### src/rtl/imm_extract_if.sv
// rtl/imm_extract_if.sv - handshake bundle between instruction source, imm_extract and signext consumer
//
// Purpose: groups the upstream instruction handshake and the downstream
// decoded-immediate handshake of imm_extract.
// Signals:
//   in_valid / in_ready       upstream handshake (in_ready driven by imm_extract)
//   in_instr [31:0]           RV32I instruction word
//   in_pc    [DATA_WIDTH-1:0] PC of in_instr
//   out_valid / out_ready     downstream handshake (out_ready driven by consumer)
//   out_unextended_data       packed immediate, right-aligned, zero above field
//   out_sx_op [2:0]           extension selector for signext
//   out_pc                    PC carried with the result
//   out_illegal               unrecognised opcode flag
// Modports: master = instruction source / consumer side, slave = imm_extract.

interface imm_extract_if #(
    parameter int DATA_WIDTH = 32
);
    logic                  in_valid;
    logic                  in_ready;
    logic [31:0]           in_instr;
    logic [DATA_WIDTH-1:0] in_pc;
    logic                  out_valid;
    logic                  out_ready;
    logic [DATA_WIDTH-1:0] out_unextended_data;
    logic [2:0]            out_sx_op;
    logic [DATA_WIDTH-1:0] out_pc;
    logic                  out_illegal;

    modport master (
        output in_valid, in_instr, in_pc, out_ready,
        input  in_ready, out_valid, out_unextended_data, out_sx_op, out_pc, out_illegal
    );

    modport slave (
        input  in_valid, in_instr, in_pc, out_ready,
        output in_ready, out_valid, out_unextended_data, out_sx_op, out_pc, out_illegal
    );
endinterface

### src/rtl/imm_extract.sv
// rtl/imm_extract.sv - RV32I immediate extractor with output register and skid buffer
//
// Purpose: decodes the immediate field of an RV32I instruction into a
// right-aligned, zero-padded value plus the sign-extension selector for the
// downstream signext block. One cycle of latency, full throughput, and a
// registered in_ready backed by one skid entry.
// Ports:
//   clk    single clock, all state updates on rising edge
//   rst_n  synchronous active-low reset
//   flush  synchronous pipeline kill (drops all held and incoming entries)
//   bus    imm_extract_if.slave handshake bundle

module imm_extract #(
    parameter int DATA_WIDTH = 32
) (
    input  logic          clk,
    input  logic          rst_n,
    input  logic          flush,
    imm_extract_if.slave  bus
);

    generate
        if (DATA_WIDTH < 32) begin : g_width_check
            $error("imm_extract: DATA_WIDTH must be >= 32");
        end
    endgenerate

    localparam logic [2:0] SX_1100 = 3'd0;
    localparam logic [2:0] SX_1300 = 3'd1;
    localparam logic [2:0] SX_2100 = 3'd2;
    localparam logic [2:0] SX_PASS = 3'd3;

    localparam logic [6:0] OPC_LOAD   = 7'b0000011;
    localparam logic [6:0] OPC_OP_IMM = 7'b0010011;
    localparam logic [6:0] OPC_JALR   = 7'b1100111;
    localparam logic [6:0] OPC_STORE  = 7'b0100011;
    localparam logic [6:0] OPC_BRANCH = 7'b1100011;
    localparam logic [6:0] OPC_JAL    = 7'b1101111;
    localparam logic [6:0] OPC_LUI    = 7'b0110111;
    localparam logic [6:0] OPC_AUIPC  = 7'b0010111;
    localparam logic [6:0] OPC_OP     = 7'b0110011;

    typedef enum logic [1:0] {
        EMPTY = 2'd0,
        ONE   = 2'd1,
        FULL  = 2'd2
    } state_t;

    state_t state, state_n;

    logic [31:0]           imm32;
    logic [DATA_WIDTH-1:0] dec_data;
    logic [2:0]            dec_sx;
    logic                  dec_ill;

    logic [DATA_WIDTH-1:0] out_data_q, out_pc_q, skid_data_q, skid_pc_q;
    logic [2:0]            out_sx_q, skid_sx_q;
    logic                  out_ill_q, skid_ill_q;
    logic                  in_ready_q;

    logic accept, xfer;
    logic load_out_in, load_out_skid, load_skid;

    // Immediate decode of the word currently on the input
    always_comb begin
        imm32   = 32'd0;
        dec_sx  = SX_PASS;
        dec_ill = 1'b0;
        case (bus.in_instr[6:0])
            OPC_LOAD, OPC_OP_IMM, OPC_JALR: begin
                imm32  = {20'd0, bus.in_instr[31:20]};
                dec_sx = SX_1100;
            end
            OPC_STORE: begin
                imm32  = {20'd0, bus.in_instr[31:25], bus.in_instr[11:7]};
                dec_sx = SX_1100;
            end
            OPC_BRANCH: begin
                imm32  = {19'd0, bus.in_instr[31], bus.in_instr[7],
                          bus.in_instr[30:25], bus.in_instr[11:8], 1'b0};
                dec_sx = SX_1300;
            end
            OPC_JAL: begin
                imm32  = {11'd0, bus.in_instr[31], bus.in_instr[19:12],
                          bus.in_instr[20], bus.in_instr[30:21], 1'b0};
                dec_sx = SX_2100;
            end
            OPC_LUI, OPC_AUIPC: begin
                imm32  = {bus.in_instr[31:12], 12'd0};
                dec_sx = SX_PASS;
            end
            OPC_OP: begin
                imm32  = 32'd0;
                dec_sx = SX_PASS;
            end
            default: begin
                dec_ill = 1'b1;
            end
        endcase
        dec_data = DATA_WIDTH'(imm32);
    end

    assign accept = bus.in_valid && in_ready_q;
    assign xfer   = (state != EMPTY) && bus.out_ready;

    always_ff @(posedge clk) begin
        if (!rst_n) begin
            state <= EMPTY;
        end else begin
            state <= state_n;
        end
    end

    always_comb begin
        state_n       = state;
        load_out_in   = 1'b0;
        load_out_skid = 1'b0;
        load_skid     = 1'b0;
        case (state)
            EMPTY: begin
                if (accept) begin
                    load_out_in = 1'b1;
                    state_n     = ONE;
                end
            end
            ONE: begin
                if (accept && !xfer) begin
                    load_skid = 1'b1;
                    state_n   = FULL;
                end else if (!accept && xfer) begin
                    state_n = EMPTY;
                end else if (accept && xfer) begin
                    load_out_in = 1'b1;
                end
            end
            FULL: begin
                if (xfer) begin
                    load_out_skid = 1'b1;
                    state_n       = ONE;
                end
            end
            default: state_n = EMPTY;
        endcase
        // Flush wins over everything; held entries are simply abandoned
        if (flush) begin
            state_n       = EMPTY;
            load_out_in   = 1'b0;
            load_out_skid = 1'b0;
            load_skid     = 1'b0;
        end
    end

    always_ff @(posedge clk) begin
        if (!rst_n) begin
            out_data_q  <= '0;
            out_pc_q    <= '0;
            out_sx_q    <= SX_PASS;
            out_ill_q   <= 1'b0;
            skid_data_q <= '0;
            skid_pc_q   <= '0;
            skid_sx_q   <= SX_PASS;
            skid_ill_q  <= 1'b0;
            in_ready_q  <= 1'b1;
        end else begin
            // Registered ready: looks at next state so no path from out_ready
            in_ready_q <= (state_n != FULL);
            if (load_out_in) begin
                out_data_q <= dec_data;
                out_pc_q   <= bus.in_pc;
                out_sx_q   <= dec_sx;
                out_ill_q  <= dec_ill;
            end else if (load_out_skid) begin
                out_data_q <= skid_data_q;
                out_pc_q   <= skid_pc_q;
                out_sx_q   <= skid_sx_q;
                out_ill_q  <= skid_ill_q;
            end
            if (load_skid) begin
                skid_data_q <= dec_data;
                skid_pc_q   <= bus.in_pc;
                skid_sx_q   <= dec_sx;
                skid_ill_q  <= dec_ill;
            end
        end
    end

    assign bus.in_ready            = in_ready_q;
    assign bus.out_valid           = (state != EMPTY);
    assign bus.out_unextended_data = out_data_q;
    assign bus.out_pc              = out_pc_q;
    assign bus.out_sx_op           = out_sx_q;
    assign bus.out_illegal         = out_ill_q;

endmodule

### src/flat_wrapper.sv
// flat-port wrapper written by rule: the top's interface ports become plain ports
module imm_extract_flat 
#(
    parameter int DATA_WIDTH = 32
)
  (clk, rst_n, flush, bus_in_valid, bus_in_instr, bus_in_pc, bus_out_ready, bus_in_ready, bus_out_valid, bus_out_unextended_data, bus_out_sx_op, bus_out_pc, bus_out_illegal);
  imm_extract_if #(.DATA_WIDTH(DATA_WIDTH)) bus_i ();
  input  logic clk;
  input  logic rst_n;
  input  logic flush;
  input wire logic [$bits(bus_i.in_valid)-1:0] bus_in_valid;
  input wire logic [$bits(bus_i.in_instr)-1:0] bus_in_instr;
  input wire logic [$bits(bus_i.in_pc)-1:0] bus_in_pc;
  input wire logic [$bits(bus_i.out_ready)-1:0] bus_out_ready;
  output wire logic [$bits(bus_i.in_ready)-1:0] bus_in_ready;
  output wire logic [$bits(bus_i.out_valid)-1:0] bus_out_valid;
  output wire logic [$bits(bus_i.out_unextended_data)-1:0] bus_out_unextended_data;
  output wire logic [$bits(bus_i.out_sx_op)-1:0] bus_out_sx_op;
  output wire logic [$bits(bus_i.out_pc)-1:0] bus_out_pc;
  output wire logic [$bits(bus_i.out_illegal)-1:0] bus_out_illegal;
  assign bus_i.in_valid = bus_in_valid;
  assign bus_i.in_instr = bus_in_instr;
  assign bus_i.in_pc = bus_in_pc;
  assign bus_i.out_ready = bus_out_ready;
  assign bus_in_ready = bus_i.in_ready;
  assign bus_out_valid = bus_i.out_valid;
  assign bus_out_unextended_data = bus_i.out_unextended_data;
  assign bus_out_sx_op = bus_i.out_sx_op;
  assign bus_out_pc = bus_i.out_pc;
  assign bus_out_illegal = bus_i.out_illegal;
  imm_extract #(.DATA_WIDTH(DATA_WIDTH)) u_core (.clk(clk), .rst_n(rst_n), .flush(flush), .bus(bus_i));
endmodule
### config.mk
export PLATFORM = sky130hd
export DESIGN_NAME = imm_extract_flat
export DESIGN_NICKNAME = d
export VERILOG_FILES = /design/src/rtl/imm_extract_if.sv /design/src/rtl/imm_extract.sv /design/src/flat_wrapper.sv
export SDC_FILE = /design/constraint.sdc
export NUM_CORES = 1
export LEC_CHECK = 0
export CELL_PAD_IN_SITES_DETAIL_PLACEMENT = 1
export CELL_PAD_IN_SITES_GLOBAL_PLACEMENT = 2
export CORE_UTILIZATION = 26
export DETAILED_ROUTE_END_ITERATION = 12
export PLACE_DENSITY_LB_ADDON = 0.1
export SYNTH_ARGS = -nofsm -noshare
export SYNTH_HDL_FRONTEND = slang
export SYNTH_SLANG_ARGS = --single-unit
### constraint.sdc
create_clock -name clk -period 1.68 [get_ports clk]
set_clock_uncertainty 0.05 [all_clocks]
set_input_delay 0.252 -clock clk [delete_from_list [all_inputs] [get_ports clk]]
set_output_delay 0.252 -clock clk [all_outputs]
set_load 0.05 [all_outputs]
==> results of run 1 <==
## Yosys cell counts (3+ instances only)
cell type | instances | share of area, %
nand3_1 | 23 | 2.0
clkbuf_1 | 21 | 1.4
a21oi_1 | 73 | 6.3
dfxtp_1 | 137 | 47
a311oi_1 | 11 | 1.7
o21ai_0 | 11 | 0.95
nand2_1 | 196 | 13
nand3_2 | 3 | 0.52
a22oi_1 | 40 | 5.2
nor2_1 | 26 | 1.7
buf_4 | 6 | 0.78
buf_2 | 24 | 2.1
inv_1 | 6 | 0.39
o22a_1 | 7 | 1.1
a31oi_1 | 18 | 1.9
a21boi_0 | 29 | 3.8
a21boi_1 | 3 | 0.39
buf_6 | 7 | 1.4
and3_1 | 3 | 0.32
nor2b_1 | 7 | 0.76
mux2i_1 | 7 | 1.2
## timing repair
action | CTS | global route
cloned | 0 | 5
resized for setup | 15 | 30
setup buffers | 0 | 5
pin swaps | 2 | 9
setup endpoints to repair | 51 | 79
## state kept, by name, indices dropped and copies added, names as in the netlist
| signal | cells |
|---|---|
| u_core.bus.out_pc | 32 |
| u_core.skid_ill_q | 1 |
| u_core.bus.out_illegal | 1 |
| u_core.bus.out_sx_op | 2 |
| u_core.skid_data_q | 32 |
| u_core.skid_sx_q | 2 |
| u_core.skid_pc_q | 32 |
| u_core.state | 2 |
| u_core.bus.out_unextended_data | 32 |
| u_core.bus.in_ready | 1 |
## routing by layer
metal | vias to the layer above | GRT usage (%) | wire length, um
li1 | 2784 | - | -
met1 | 2831 | 21.3 | 9130
met3 | 20 | 4.16 | 870
met2 | 120 | 31.4 | 10500
met4 | 0 | 5.05 | 210
met5 | - | 0 | 0
## worst min-delay path by stage
stage	from	slack [ns]	to
final	rst_n	0.23	u_core.bus.out_sx_op[1]
after global routing	rst_n	0.22	u_core.bus.out_sx_op[1]
after CTS	rst_n	0.20	u_core.bus.out_sx_op[1]
after detailed placement	u_core.bus.out_pc[26]	0.40	u_core.bus.out_pc[26]
after global placement	u_core.skid_pc_q[21]	0.39	u_core.skid_pc_q[21]
after floorplan	bus_out_ready	0.32	u_core.bus.in_ready
## layout make-up
class | instances | area, um^2
inverters | 6 | 22.5
fillers | 2532 | 13100
clock buffers | 18 | 450
clock inverters | 13 | 191
well taps | 280 | 350
multi-input cells | 497 | 2820
flip-flops and latches | 137 | 2750
repair buffers | 217 | 2160
## placed cells by master, fill, tap and decap left out, types with 10 or more instances in the layout
cell	n
a22oi_1	37
a31oi_1	18
a21boi_0	26
nor2_1	24
buf_12	19
a21oi_1	73
nand3_1	23
a311oi_1	11
clkdlybuf4s50_1	61
dfxtp_1	134
clkbuf_16	23
buf_4	118
nand2_1	192
o21ai_0	10
## worst max-delay path, cell delays in order, from the launching register on
cell and delay (ns):
dfxtp_4 0.37, buf_8 0.13, or2_4 0.25, buf_12 0.15
## where the power goes
group / total (mW) / internal, mW / leakage [nW] / switching, mW
Sequential: 3.37 / 3.33 / 1.11 / 0.0475
Clock: 4.14 / 2.58 / 0.304 / 1.56
Combinational: 1.11 / 0.480 / 1.91 / 0.635
## kinds of logic after synthesis
group,synth area share [%]
AND/OR/NAND/NOR,22.3
flip-flops,47.3
buffers and inverters,6.02
multiplexers,1.21
AO/OA/AOI/OAI,22.9
XOR/XNOR,0.151
other,0.0647
## through the flow
stage	setup TNS (ns)	hold WS [ns]	power, mW	setup WS [ns]
finish	0	0.231	8.63	0.0499
global route	-0.367	0.224	8.95	-0.0439
CTS	-0.0242	0.205	8.68	-0.0230
detailed placement	-55.50	0.400	4.51	-0.558
global placement	-47.30	0.391	4.49	-0.468
floorplan	0	0.315	3.97	0.0160
==> results_dict.tcl, run 1 <==
set metrics [dict create \
    antenna_cells 0 \
    grt_usage_pct 17.8 \
    syn_inst 699 \
    ant_nets 0 \
    placed_cell_area_mm2 0.00780 \
    peakVddDrop_v 0.000631 \
    cp-startpoint "u_core.state[1]" \
    crit_end "bus_out_valid" \
    rr_startpoint "u_core.bus.in_ready" \
    cts_root_buf "clkbuf_16" \
    grt_max_degree 60 \
    portBuffers 137 \
    worst_skew_pair.late_latency_ns 0.43 \
    slew_viol_final 0 \
    die-area_mm2 0.0229 \
    cts_buffers 17 \
    grt_pass1_vias 5885 \
    fmax_mhz 613 \
    hpwl_um 13400 \
    clk_pin_slew_worst_paths_ns 0.07 \
    hold_depth 3 \
    start_kind "flip-flop" \
    worstSetupPathType "reg -> out" \
    wire_per_inst_um 17.7 \
    rows 54 \
    period_minus_slack_ns 1.63 \
    fin_nets 945 \
    cts_hold_buf 0 \
    start_util_pct 26.6 \
    cp_max_fo 5 \
    instances_no_fill 1168 \
    ys.flop_type "dfxtp_1" \
    ys_ff_latch 137 \
    clock-sinks 137 \
    wirelength_um 20700 \
    clockBufferDepth 2 \
    dp_cells 1127 \
    synth-edff-count 0 \
    gp_congestion 0.760 \
    worstSetupEndpointType "output port" \
    die_w_um 151 \
    rr_endpoint "u_core.bus.out_sx_op[0]" \
    avgViaCountPerCell 4.93 \
    utilization_pct 40.1 \
    powerDensity_mw_per_mm2 986 \
    status "complete, no violations" \
    finalCritPeriodShare_pct 97.0 \
    synth.avg_cell_area_um2 8.29 \
    htreeDepth 4 \
    power_leakage_nw 3.33 \
    ys_seq_area_share_pct 47.3 \
    drtIter0Drc 231 \
    crit_arrival_ns 1.33 \
    rsz0062_at_grt "yes" \
    antenna_found_initial 0 \
    ys_types 53 \
    ys.warnings.count 0 \
    hold_viol 0 \
    grt_overflow 0 \
    syn2layout_area_growth_pct 51.1 \
    synth_fp_nets 768 \
    cts_tree "built" \
    grt_pass1_wl_um 31000 \
    drc 0 \
    reg2reg_depth 6 \
    firstDrtPassIters 4 \
    drive_above_1_share_pct 24.7 \
    core-area_mm2 0.0218 \
    die-height_um 151 \
    setup_viol 0 \
    crit_required_ns 1.38 \
    synth-async-reset-ratio_pct 0 \
    io_pins 139 \
    fin_area_mm2 0.00875 \
    syn-cell-area_mm2 0.00579 \
    holdCritPathClass "in -> reg" \
    regToRegSetupSlack_ns 0.06 \
    dr_total_vias 5755 \
    drv_cap 0 \
]
Power figures use the tool's default switching activity.
==> run 2: changes to the inputs <==
Settings changed: CORE_ASPECT_RATIO from default to 1.75, CTS_CLUSTER_SIZE from default to 24.
==> results_dict.tcl, run 2 (synthesis gave the netlist of run 1 again) <==
set metrics [dict create \
    power_mw 8.42 \
    holdCritPathClass "in -> reg" \
    fin_nets 938 \
    rsz0062_at_grt "yes" \
    firstDrtPassIters 4 \
    placed_cell_area_mm2 0.00769 \
    crit_arrival_ns 1.98 \
    hpwl_um 14000 \
    ant_nets 0 \
    slowest_delay_ns 0.49 \
    avgViaCountPerCell 4.83 \
    dp_slack_ns -0.545 \
    combPwrFrac_pct 12.8 \
    antenna_cells 0 \
    tightest_slew_ns 0.517 \
    dr_total_vias 5671 \
    wire_per_inst_um 17.8 \
    fmax_mhz 596 \
    syn2layout_area_growth_pct 48.5 \
    wirelength_um 20900 \
    hold_viol 0 \
    start_kind "primary input" \
    cp_num_buf_inv 2 \
    drtIter0Drc 147 \
    gp_congestion 0.727 \
    final_common_cell "nand2_1" \
    die-height_um 199 \
    slowest_stage "a2111oi_1" \
    finalCritPeriodShare_pct 99.8 \
    critical_path.top_delay_family "compound AO/OA/AOI/OAI gates" \
    cts_root_buf "clkbuf_16" \
    min_to "u_core.bus.out_unextended_data[2]" \
    rr_endpoint "u_core.bus.out_unextended_data[6]" \
    cp_max_fo 12 \
    grt_usage_pct 18.5 \
    cts_tree "built" \
    drive_above_1_share_pct 24.1 \
    crit_required_ns 1.99 \
    period_minus_slack_ns 1.68 \
    status "complete, no violations" \
    clkPwrFrac_pct 47.1 \
    worst_skew_pair.late_latency_ns 0.43 \
    drv_cap 0 \
    powerDensity_mw_per_mm2 978 \
    start_util_pct 26.7 \
    cts_hold_buf 0 \
    die_w_um 115 \
    clk_pin_slew_worst_paths_ns 0.06 \
    cp-startpoint "bus_in_instr[4]" \
    power_leakage_nw 3.25 \
    clockBufferDepth 2 \
    slew_viol_final 0 \
    nFillCells 2579 \
    setup_viol 0 \
    htreeDepth 4 \
    rows 71 \
    core-area_mm2 0.0217 \
    regToRegSetupSlack_ns 0.02 \
    multi_input_comb_area_mm2 0.00282 \
    setup_ws_ns 0.00344 \
    pwr-share-seq_pct 40.1 \
    grt_max_degree 60 \
    io_pins 139 \
    utilization_pct 39.7 \
    worstSetupEndpointType "flip-flop" \
    cts_buffers 17 \
    portBuffers 137 \
    clock-sinks 137 \
    hold_depth 3 \
    sw_frac_of_total_pct 25.3 \
    grt_overflow 0 \
    cp_cell_sequence "clkdlybuf4s50_1, nand2b_1, a2111oi_1, or2_4, buf_12, nand3_1, a21oi_1" \
    rr_startpoint "u_core.state[0]" \
    drc 0 \
    peakVddDrop_v 0.000490 \
    intPower_mw 6.29 \
    die-area_mm2 0.0229 \
    max_slew_margin_pct 65.4 \
    final_cell_mix "193 x nand2_1, 134 x dfxtp_1, 116 x buf_4, 69 x a21oi_1, 62 x clkdlybuf4s50_1" \
    grt_pass1_wl_um 32000 \
    fin_area_mm2 0.00861 \
    ff_latch_area_mm2 0.00275 \
    tns_ns 0 \
    reg2reg_depth 8 \
    worstHoldStart "rst_n" \
    grt_pass1_vias 6091 \
    switchingPower_mw 2.13 \
    worstSetupPathType "in -> reg" \
    antenna_found_initial 0 \
]
## run 2: power by group through the flow
stage | Sequential [mW] | Clock (mW) | Combinational [mW]
2_1_floorplan | 3.67 | 0 | 0.295
3_3_place_gp | 3.44 | 0 | 1.02
3_5_place_dp | 3.45 | 0 | 1.04
4_1_cts | 3.37 | 4.08 | 1.07
5_1_grt | 3.38 | 4.22 | 1.15
6_report | 3.37 | 3.97 | 1.08
## run 2: what timing repair did
item,4_1_cts,5_1_grt
gates cloned,1,4
buffers inserted,0,4
endpoints found under the hold margin,0,0
gates resized for setup,16,24
endpoints found under the setup margin,94,76
pin swaps,1,6
## run 2: area by class of cell
class,count,share of cell area (%)
tap,292,4.25
multi-input combinational,497,32.7
clock buffer,18,5.10
sequential,137,32.0
inverter,6,0.262
timing repair buffer,210,23.6
clock inverter,14,2.08
## run 2: routing by layer
layer,routed length [um],track usage [%],vias up
li1,-,-,2769
met1,7900,17.8,2772
met2,11900,37.3,108
met3,719,4.34,22
met4,346,6.49,0
met5,0,0,-
## run 2: worst max path at each step
stage	endpoint	slack, ns	depth (start not counted)
floorplan	u_core.skid_pc_q[27]	0.02	7
global placement	u_core.skid_data_q[7]	-0.52	7
detailed placement	u_core.skid_data_q[7]	-0.55	7
CTS	u_core.bus.out_illegal	0.002	6
global route	u_core.bus.out_pc[31]	-0.08	8
finish	u_core.skid_data_q[7]	0.003	7
## run 2: worst min-delay path: cells and delay by family
family | cells | cell delay (ns)
compound gates | 1 | 0.04
buf+inv | 1 | 0.23
simple gates | 1 | 0.11
## run 2: through the flow
| step | cells | hold WS (ns) |
|---|---|---|
| after floorplan | 699 | 0.315 |
| after global placement | 1133 | 0.389 |
| after detailed placement | 1133 | 0.399 |
| after CTS | 1166 | 0.173 |
| after global routing | 1174 | 0.186 |
| final | 1174 | 0.196 |
